--- src/rtl/conv_requant_pack.sv ---
// Requantises final 32-bit accumulator values to int8 per output channel and packs
// four results per 32-bit word, tagging channel and frame boundaries.
module conv_requant_pack #(
    parameter int unsigned CH_AW    = 6,
    parameter int unsigned PIX_W    = 13,
    parameter int unsigned PIPE_LAT = 4
) (
    input  logic                sclk,
    input  logic                s_rst_n,
    input  logic [31:0]         acc_in,
    input  logic                acc_in_vld,
    input  logic [PIX_W-1:0]    cfg_pix_num,
    input  logic [CH_AW:0]      cfg_ch_num,
    input  logic                cfg_relu_en,
    input  logic                prm_wr_en,
    input  logic [CH_AW-1:0]    prm_wr_addr,
    input  logic [31:0]         prm_wr_bias,
    input  logic [15:0]         prm_wr_mult,
    input  logic [4:0]          prm_wr_shift,
    output logic [31:0]         out_data,
    output logic [3:0]          out_keep,
    output logic                out_vld,
    output logic                out_ch_last,
    output logic                frame_done
);

    localparam int unsigned DEPTH = 2 ** CH_AW;
    localparam int unsigned CHW   = CH_AW + 1;
    localparam int unsigned PW    = 49;
    localparam int unsigned LAST  = PIPE_LAT - 1;

    logic signed [31:0] bias_mem  [DEPTH];
    logic [15:0]        mult_mem  [DEPTH];
    logic [4:0]         shift_mem [DEPTH];

    logic [PIX_W-1:0]    pix_cnt_q, pix_cnt_d;
    logic [CH_AW-1:0]    ch_cnt_q, ch_cnt_d;
    logic                last_pix_c, last_ch_c;

    logic [PIPE_LAT-1:0] vld_q, vld_d, lch_q, lch_d, lfr_q, lfr_d;
    logic signed [31:0]  acc_s1_q, acc_s1_d, bias_s1_q, bias_s1_d;
    logic [15:0]         mult_s1_q, mult_s1_d, mult_s2_q, mult_s2_d;
    logic [4:0]          shift_s1_q, shift_s1_d, shift_s2_q, shift_s2_d, shift_s3_q, shift_s3_d;
    logic signed [31:0]  sum_s2_q, sum_s2_d;
    logic signed [32:0]  sum_wide_c;
    logic signed [PW-1:0] prod_s3_q, prod_s3_d, rnd_c, r_c;
    logic [7:0]          q_s4_q, q_s4_d;

    logic [1:0]          lane_q, lane_d;
    logic [23:0]         pack_q, pack_d;
    logic [31:0]         word_c;
    logic [31:0]         out_data_q, out_data_d;
    logic [3:0]          out_keep_q, out_keep_d;
    logic                out_vld_q, out_vld_d, out_ch_last_q, out_ch_last_d, frame_done_q, frame_done_d;

    // Parameter table: plain register array, not reset, written one cycle ahead of use
    always_ff @(posedge sclk) begin
        if (prm_wr_en) begin
            bias_mem[prm_wr_addr]  <= prm_wr_bias;
            mult_mem[prm_wr_addr]  <= prm_wr_mult;
            shift_mem[prm_wr_addr] <= prm_wr_shift;
        end
    end

    assign last_pix_c = (pix_cnt_q == (cfg_pix_num - PIX_W'(1)));
    assign last_ch_c  = ({1'b0, ch_cnt_q} == (cfg_ch_num - CHW'(1)));

    // Pixel/channel position and the four arithmetic stages
    always_comb begin
        pix_cnt_d = pix_cnt_q;
        ch_cnt_d  = ch_cnt_q;
        if (acc_in_vld) begin
            if (last_pix_c) begin
                pix_cnt_d = '0;
                ch_cnt_d  = last_ch_c ? '0 : ch_cnt_q + CH_AW'(1);
            end else begin
                pix_cnt_d = pix_cnt_q + PIX_W'(1);
            end
        end

        vld_d = {vld_q[PIPE_LAT-2:0], acc_in_vld};
        lch_d = {lch_q[PIPE_LAT-2:0], last_pix_c};
        lfr_d = {lfr_q[PIPE_LAT-2:0], last_pix_c & last_ch_c};

        acc_s1_d   = acc_in;
        bias_s1_d  = bias_mem[ch_cnt_q];
        mult_s1_d  = mult_mem[ch_cnt_q];
        shift_s1_d = shift_mem[ch_cnt_q];

        sum_wide_c = 33'(acc_s1_q) + 33'(bias_s1_q);
        if (sum_wide_c[32] != sum_wide_c[31]) begin
            sum_s2_d = sum_wide_c[32] ? 32'sh8000_0000 : 32'sh7FFF_FFFF;
        end else begin
            sum_s2_d = sum_wide_c[31:0];
        end
        mult_s2_d  = mult_s1_q;
        shift_s2_d = shift_s1_q;

        prod_s3_d  = PW'(sum_s2_q) * PW'($signed({1'b0, mult_s2_q}));
        shift_s3_d = shift_s2_q;

        rnd_c = (shift_s3_q == 5'd0) ? '0 : (PW'(1) << (shift_s3_q - 5'd1));
        r_c   = (prod_s3_q + rnd_c) >>> shift_s3_q;
        if (cfg_relu_en && r_c[PW-1]) begin
            r_c = '0;
        end
        if (r_c > 49'sd127) begin
            q_s4_d = 8'h7F;
        end else if (r_c < -49'sd128) begin
            q_s4_d = 8'h80;
        end else begin
            q_s4_d = r_c[7:0];
        end
    end

    // Byte packer: flush on a full word or at the end of a channel
    always_comb begin
        lane_d        = lane_q;
        pack_d        = pack_q;
        out_data_d    = out_data_q;
        out_keep_d    = out_keep_q;
        out_vld_d     = 1'b0;
        out_ch_last_d = 1'b0;
        frame_done_d  = 1'b0;
        word_c        = {8'h00, pack_q};
        word_c[{lane_q, 3'b000} +: 8] = q_s4_q;
        if (vld_q[LAST]) begin
            if (lane_q == 2'd3 || lch_q[LAST]) begin
                out_data_d    = word_c;
                out_vld_d     = 1'b1;
                out_ch_last_d = lch_q[LAST];
                frame_done_d  = lfr_q[LAST];
                lane_d        = '0;
                pack_d        = '0;
                case (lane_q)
                    2'd0:    out_keep_d = 4'b0001;
                    2'd1:    out_keep_d = 4'b0011;
                    2'd2:    out_keep_d = 4'b0111;
                    default: out_keep_d = 4'b1111;
                endcase
            end else begin
                pack_d = word_c[23:0];
                lane_d = lane_q + 2'd1;
            end
        end
    end

    always_ff @(posedge sclk or negedge s_rst_n) begin
        if (!s_rst_n) begin
            pix_cnt_q     <= '0;
            ch_cnt_q      <= '0;
            vld_q         <= '0;
            lch_q         <= '0;
            lfr_q         <= '0;
            acc_s1_q      <= '0;
            bias_s1_q     <= '0;
            mult_s1_q     <= '0;
            shift_s1_q    <= '0;
            sum_s2_q      <= '0;
            mult_s2_q     <= '0;
            shift_s2_q    <= '0;
            prod_s3_q     <= '0;
            shift_s3_q    <= '0;
            q_s4_q        <= '0;
            lane_q        <= '0;
            pack_q        <= '0;
            out_data_q    <= '0;
            out_keep_q    <= '0;
            out_vld_q     <= 1'b0;
            out_ch_last_q <= 1'b0;
            frame_done_q  <= 1'b0;
        end else begin
            pix_cnt_q     <= pix_cnt_d;
            ch_cnt_q      <= ch_cnt_d;
            vld_q         <= vld_d;
            lch_q         <= lch_d;
            lfr_q         <= lfr_d;
            acc_s1_q      <= acc_s1_d;
            bias_s1_q     <= bias_s1_d;
            mult_s1_q     <= mult_s1_d;
            shift_s1_q    <= shift_s1_d;
            sum_s2_q      <= sum_s2_d;
            mult_s2_q     <= mult_s2_d;
            shift_s2_q    <= shift_s2_d;
            prod_s3_q     <= prod_s3_d;
            shift_s3_q    <= shift_s3_d;
            q_s4_q        <= q_s4_d;
            lane_q        <= lane_d;
            pack_q        <= pack_d;
            out_data_q    <= out_data_d;
            out_keep_q    <= out_keep_d;
            out_vld_q     <= out_vld_d;
            out_ch_last_q <= out_ch_last_d;
            frame_done_q  <= frame_done_d;
        end
    end

    assign out_data    = out_data_q;
    assign out_keep    = out_keep_q;
    assign out_vld     = out_vld_q;
    assign out_ch_last = out_ch_last_q;
    assign frame_done  = frame_done_q;

endmodule

--- config.mk ---
export PLATFORM = sky130hd
export DESIGN_NAME = conv_requant_pack
export DESIGN_NICKNAME = d
export VERILOG_FILES = /design/src/rtl/conv_requant_pack.sv
export SDC_FILE = /design/constraint.sdc
export NUM_CORES = 2
export LEC_CHECK = 0
export ABC_AREA = 1
export CAP_MARGIN = 20
export CORE_MARGIN = 3
export CORE_UTILIZATION = 60
export DETAILED_ROUTE_END_ITERATION = 10
export PLACE_DENSITY_LB_ADDON = 0.12
export SETUP_SLACK_MARGIN = 0.2
export SLEW_MARGIN = 25
export SYNTH_ARGS = -nofsm -noshare
export SYNTH_HDL_FRONTEND = slang
export SYNTH_SLANG_ARGS = --single-unit
--- constraint.sdc ---
create_clock -name sclk -period 8.21 [get_ports sclk]
set_input_delay 1.642 -clock sclk [delete_from_list [all_inputs] [get_ports sclk]]
set_output_delay 1.642 -clock sclk [all_outputs]
set_load 0.03 [all_outputs]
* Yosys cells after proc, flatten, opt, wreduce, memory -nomap -nowiden *
Memory sizes are Yosys's and may differ from the RTL's. A register that Yosys moved wholly into a read port is not among the register bits.
Index checks and enable logic that the tools add are counted.

word-level totals
  word-level logic and storage cells = 74
  memories = 3
  bits in registers = 243
  output and inout port bits = 39
  RAM bits = 3,392

cells by class
  bitwise gates (word level) = 1
  shift-type cells = 4
  add/subtract/negate cells = 9
  multiply operators = 1
  muxes and demuxes = 20
  $lt $le $gt $ge = 2
  reductions and logical operators = 9
  eq/ne operators = 6

memory list
  memory     words  bits a word  rd ports  clocked after Yosys merged registers in  wr ports  RTL line  text
  bias_mem   64     32           1         1                                        1         32        logic signed [31:0] bias_mem [DEPTH];
  mult_mem   64     16           1         1                                        1         33        logic [15:0] mult_mem [DEPTH];
  shift_mem  64     5            1         1                                        1         34        logic [4:0] shift_mem [DEPTH];

operators with widths
  cell                                                                     number
  49-bit 2-to-1 mux                                                        2
  32-bit 2-to-1 mux                                                        2
  49-bit adder                                                             1
  49-bit by 8-bit > comparator with 1-bit output (second input constant)   1
  49-bit by 8-bit < comparator with 1-bit output (second input constant)   1
  32-bit by 17-bit multiplier with 49-bit output                           1
  1-bit by 5-bit left shift with 49-bit output (first input constant)      1
  49-bit by 5-bit >>> shifter with 49-bit output                           1
  32-bit by 32-bit adder with 33-bit output                                1
  32-bit bitwise mux                                                       1
  8-bit by 7-bit variable shift with 32-bit output (first input constant)  1
  8-bit by 7-bit indexed part select with 32-bit output                    1
  24-bit 2-to-1 mux                                                        1
  8-bit 2-to-1 mux                                                         2
  13-bit by 1-bit adder with 13-bit output (second input constant)         1
  13-bit == test                                                           1
  13-bit 2-to-1 mux                                                        1
  13-bit by 1-bit subtractor with 13-bit output (second input constant)    1
  4-bit case mux with 3 select lines                                       1
  1-bit 2-to-1 mux                                                         8
  6-bit by 7-bit == test with 1-bit output                                 1
  5-bit negation with 7-bit output                                         1
  7-bit by 1-bit subtractor with 7-bit output (second input constant)      1
  6-bit by 1-bit adder with 6-bit output (second input constant)           1
  other kinds (14)                                                         18

* Logic depth before layout (Yosys ltp) *
  depth after elaboration = 10
  depth in mapped cells = 42
  gate-level depth less buffers = 39

* Worst setup path before layout *
Ideal clock, no wire load.

  path kind = register to register
  start point = register sum_s2_q[12]
  end point = register prod_s3_q[45]
  buffers on the path = 2
  setup slack = 2,003 ps
  data arrival time = 6,091 ps
  clock period less this slack = 6,207 ps
  library setup time = 117 ps
  cell stages (with the launch flop) = 31
  cells stage by stage = dfrtp_1 -> clkbuf_1 -> clkbuf_1 -> nand2_1 -> fa_1 -> inv_1 -> fa_1 -> inv_1 -> fa_1 -> inv_1 -> fa_1 -> inv_1 -> fa_1 -> inv_1 -> fa_1 -> ha_1 -> a21oi_1 -> o21ai_0 -> a21oi_2 -> o21ai_1 -> nand2_1 -> nand2_1 -> a21o_1 -> a21boi_1 -> o21ai_1 -> a21boi_0 -> o21bai_1 -> nand2_1 -> nand2_1 -> nand2_1 -> nand2_1

between the ends
  longest elaborated chain between the ends = 1

RTL lines
  what                                            RTL line  text
  start, declared                                 44        logic signed [31:0] sum_s2_q, sum_s2_d;
  start signal, assigned                          182       sum_s2_q <= sum_s2_d;
  32-bit by 17-bit multiplier with 49-bit output  99        prod_s3_d = PW'(sum_s2_q) * PW'($signed({1'b0, mult_s2_q}));
  via prod_s3_d[45]                               46        logic signed [PW-1:0] prod_s3_q, prod_s3_d, rnd_c, r_c;
  end signal, assigned                            185       prod_s3_q <= prod_s3_d;
  end, declared                                   46

The timed path passes the listed nets, and every way through them passes these cells.
A chain may end at the register's enable or synchronous reset.

* Final worst setup path *
  start point = register mult_s2_q[2]
  end point = register prod_s3_q[45]

between the ends
  longest elaborated chain between the ends = 1

RTL lines
  what                                            RTL line  text
  start, declared                                 42        logic [15:0] mult_s1_q, mult_s1_d, mult_s2_q, mult_s2_d;
  start signal, assigned                          183       mult_s2_q <= mult_s2_d;
  32-bit by 17-bit multiplier with 49-bit output  99
  via prod_s3_d[45]                               46

The timed path passes the listed nets, and every way through them passes these cells.

==> results <==
- The flow ran to the end, and the final reports show no timing, DRC or antenna violations.
- The number of buffers added by the clock tree synthesis step is 370.
- The sequential fraction of the synthesis area is 64.98%.
- After synthesis the netlist holds a flip-flop and latch count of 3688.
- Counting every net in the synthesized netlist gives 15200.
- Setup repair after global routing left no endpoint under its margin.
- Along the worst path, the maximum fanout reaches 23.
- The clock tree synthesis step divided the H-tree into 5 levels.
- The number of antenna violations at the first check in global routing is 58.
- By area the synthesized netlist is led by sky130_fd_sc_hd__edfxtp_1, sky130_fd_sc_hd__fa_1, sky130_fd_sc_hd__o21ai_0.
- The clock passes through at most 4 buffers.
- The startpoint of the tightest hold check path is vld_q[0].
- Headroom to the max-slew limit came out at 21.58%.
- The remaining routing DRC violations is 0.
- Measured in cells, the most critical reg-to-reg path has a length of 27.
- Global routing used 37.63% of the available tracks.
- Yosys instantiated no cell more often than sky130_fd_sc_hd__edfxtp_1.
- The largest delay contributor family on the critical path is adder cells.
- The post-route netlist has 6.931% of its cells at a drive strength greater than 1.
- The die covers 0.2866 mm².
- After synthesis, the most frequently instantiated cells are sky130_fd_sc_hd__edfxtp_1, sky130_fd_sc_hd__nor2_1, sky130_fd_sc_hd__o21ai_0.
- The floorplan core area is 0.2777 mm².
- The clock slew seen by the registers of the worst setup and hold paths is 0.08 ns.
- The buffer count from post-CTS setup fixing is 0.
- For this run, the leading register cell type out of synthesis is sky130_fd_sc_hd__edfxtp_1.
- Yosys mapped the design onto 61 distinct sky130hd cell types.
- The startpoint type of the worst setup path is a flop.
- The slowest stage of the critical path belongs to the cell sky130_fd_sc_hd__dfrtp_1.
- The sum of buffers and inverters on the critical path is 4.
- The clock reaches the later pin of the worst-skew pair after 0.98 ns.
- The CTS tree is done.
- Wires add up to 544400 µm.
- The number of ports placed on the die boundary is 155.
- The origin of the critical flop-to-flop path is mult_s2_q[2].
- The first-pass GRT wire length is 783100 µm.
- The startpoint of the most critical setup path is mult_s2_q[2].
- The top cell type's share of synthesized area is 60.58%.
- Setup violations remaining at the end of the flow were counted as 0.
- The number of cell rows is 193.
- The time the worst path needs with I/O delays and setup is 7.050 ns.
- The length of the first detailed-routing pass in iterations is 9.
- The number of enable flip-flop cells after synthesis is 3392.
- The final-layout setup total negative slack is 0 ns.
- Timing would allow up to 141.8 MHz.
- The critical path is of the flop to flop type.
- In this run, the number of DRC markers left after iteration 0 of detailed routing was 18690.
- The delay of the slowest critical-path stage is 0.57 ns.
- Data on the critical path arrives at its endpoint at 7.83 ns.
- Dividing the detail-routed wire length by the instance count gives 29.75 µm.
- The number of global-route vias before repair is 114900.
- The setup check on the worst reg-to-reg path leaves a slack of 1.16 ns.
- The worst hold path belongs to the class flop to flop.
- From synthesis to final layout, the design area changed by 10.57%.
- The worst path uses 85.87% of the clock period.
- The endpoint identified for the worst register-to-register timing path is prod_s3_q[45].
- The number of gates resized after CTS was 0.
- The synthesized netlist occupies a cell area of 0.1681 mm².
- The root buffer selected by CTS is sky130_fd_sc_hd__clkbuf_16.
- Port buffering added 154 buffers.
- The final number of max-transition violations is 0.
- The number of hold violations in the final report is 0.
- The cell type with the largest total area after synthesis is sky130_fd_sc_hd__edfxtp_1.
- Using the TritonRoute via totals, the vias-per-cell ratio works out to 6.526.
- The placed wire-length estimate is 306500 µm.
- The synthesis warning total is 0.
- The sink of the worst hold path is vld_q[1].
- Counting flops with an async set or reset pin after synthesis yields a share of 8.026%.
- The initial utilization of the core area, before any placement, comes to 60.55%.
- The hold path depth is 0.
- The congestion estimate from routability-driven global placement came to 0.9611.
- Among the stages of the critical path, the cell type that occurs most often is sky130_fd_sc_hd__nand2_1.
- In this run the remaining antenna-violating nets after routing total 0.
- Synthesis produced 14400 cells.
- At the worst endpoint, the required time is 8.99 ns.
- The routed layout has 119400 vias.
- Global routing finished with a remaining overflow of 0.
- The count of hold buffers inserted by post-cts repair is 0.
- Across the run, the number of max-cap violations was 0.
- STA classifies the critical path endpoint as a flop.
- The maximum clock skew at final layout is 0.08867 ns.
- A synthesized cell averages 11.68 µm².
- The CTS sink count is 3688.
- For the pin with the worst max-slew slack, the measured transition is 1.176 ns.
- Entering global routing, the biggest net connects 211 pins.
- The die height is 535.4 µm.
- At the end of the flow, the number of nets in the layout was 15030.
- The die is 535.4 µm wide.
==> per-stage QoR <==
step                std cells  setup slack, ns  hold WS (ns)  util (%)  instance area [µm²]
finish                  18300            1.160        0.3278     66.94               185900
global route            18280           0.7712        0.3367     66.93               185900
CTS                     18250            1.223        0.3349     66.85               185600
detailed placement      17560            1.304        0.3354     62.53               173700
global placement        17550            1.290        0.3318     62.44               173400
floorplan               14400            2.003        0.3312         -               168100
==> routing by layer <==
layer	vias up	part of all wire (%)	wire length, µm	track usage (%)
met2	8240	45	247300	57.39
met5	-	0.030	161	0
met4	24	5.7	31070	19.80
li1	50790	-	-	-
met3	1511	13	68700	8.028
met1	58860	36	197200	51.38
==> worst register-to-register path, stage by stage, from the launching register on <==
cell                       delay [ns]
sky130_fd_sc_hd__dfrtp_1         0.57
sky130_fd_sc_hd__buf_4           0.41
sky130_fd_sc_hd__nand2_1         0.15
sky130_fd_sc_hd__fa_1            0.57
sky130_fd_sc_hd__inv_1           0.06
sky130_fd_sc_hd__fa_1            0.53
sky130_fd_sc_hd__inv_1           0.05
sky130_fd_sc_hd__fa_1            0.48
sky130_fd_sc_hd__fa_1            0.54
sky130_fd_sc_hd__inv_1           0.05
sky130_fd_sc_hd__fa_1            0.49
sky130_fd_sc_hd__fa_1            0.42
sky130_fd_sc_hd__ha_1            0.35
sky130_fd_sc_hd__a21oi_1         0.21
sky130_fd_sc_hd__o21ai_0         0.12
sky130_fd_sc_hd__a21oi_2         0.26
sky130_fd_sc_hd__o21ai_1         0.16
sky130_fd_sc_hd__nand2_1         0.09
sky130_fd_sc_hd__nand2_1         0.08
sky130_fd_sc_hd__a21o_1          0.19
sky130_fd_sc_hd__a21boi_1        0.22
sky130_fd_sc_hd__o21ai_1         0.14
sky130_fd_sc_hd__a21boi_0        0.34
sky130_fd_sc_hd__o21bai_1        0.15
sky130_fd_sc_hd__nand2_1         0.10
sky130_fd_sc_hd__nand2_1         0.05
sky130_fd_sc_hd__nand2_1         0.06
sky130_fd_sc_hd__nand2_1         0.05
==> cells by family (layout without fill, tap and decap cells) <==
logic type / Yosys count / in the layout / synth area share (%)
XOR/XNOR: 115 / 115 / 0.5990
AND/OR/NAND/NOR: 4664 / 4664 / 11.43
flip-flops: 3688 / 3688 / 64.98
buffers and inverters: 2048 / 2194 / 4.618
adder cells (fa/ha/maj): 682 / 682 / 7.267
AO/OA/AOI/OAI: 3200 / 3200 / 11.10
other: 1 / 52 / 0.002230
==> layout by cell type (no fill, tap or decap), types with 37 or more instances in the layout <==
cell type	Yosys	layout
sky130_fd_sc_hd__o211ai_1	97	97
sky130_fd_sc_hd__xor2_1	66	66
sky130_fd_sc_hd__nor2_1	2008	1943
sky130_fd_sc_hd__buf_4	4	180
sky130_fd_sc_hd__a32o_1	46	46
sky130_fd_sc_hd__nor2_4	3	68
sky130_fd_sc_hd__fa_1	491	491
sky130_fd_sc_hd__edfxtp_1	3392	3392
sky130_fd_sc_hd__clkbuf_1	827	85
sky130_fd_sc_hd__dfrtp_1	296	282
sky130_fd_sc_hd__clkinv_1	4	72
sky130_fd_sc_hd__xnor2_1	49	49
sky130_fd_sc_hd__inv_1	1116	1111
sky130_fd_sc_hd__o22ai_1	545	545
sky130_fd_sc_hd__nand2_1	1685	1685
sky130_fd_sc_hd__o21ai_0	1786	1786
sky130_fd_sc_hd__nand4_1	129	129
sky130_fd_sc_hd__buf_12	0	67
sky130_fd_sc_hd__diode_2	0	51
sky130_fd_sc_hd__ha_1	191	191
sky130_fd_sc_hd__a21oi_1	252	252
sky130_fd_sc_hd__clkinv_2	0	58
sky130_fd_sc_hd__clkbuf_16	0	372
sky130_fd_sc_hd__clkdlybuf4s50_1	0	101
sky130_fd_sc_hd__a31oi_1	69	69
sky130_fd_sc_hd__o221ai_1	331	331
sky130_fd_sc_hd__nor3_1	37	37
sky130_fd_sc_hd__nand3_1	692	692
==> how the worst max path moves through the flow <==
stage                          endpoint  slack [ns]  depth (start not counted)
final                     prod_s3_q[45]        1.16                         27
after global routing      prod_s3_q[45]        0.77                         27
after CTS                 prod_s3_q[45]        1.22                         27
after detailed placement  prod_s3_q[45]        1.30                         27
after global placement    prod_s3_q[45]        1.29                         27
after floorplan           prod_s3_q[45]        2.00                         30
==> registers in the layout (all words and copies together) (netlist names), 8 cells and up <==
register,cells
acc_s1_q,32
bias_mem,2048
bias_s1_q,32
mult_mem,1024
mult_s1_q,16
mult_s2_q,16
out_data,32
pack_q,24
pix_cnt_q,13
prod_s3_q,49
q_s4_q,8
shift_mem,320
sum_s2_q,32
==> cell type report <==
cell class,count,area [µm²]
Fill cell,20280,91800
Timing Repair Buffer,378,3966
Clock inverter,207,2107
Tap cell,3705,4636
Sequential cell,3688,109300
Inverter,1134,4300
Clock buffer,475,9876
Multi-Input combinational cell,8662,51600
Antenna cell,51,127.6
Power is left out: the tool's default activity adds up to more than one toggle a clock period on the data nets, which glitch-free logic cannot reach.
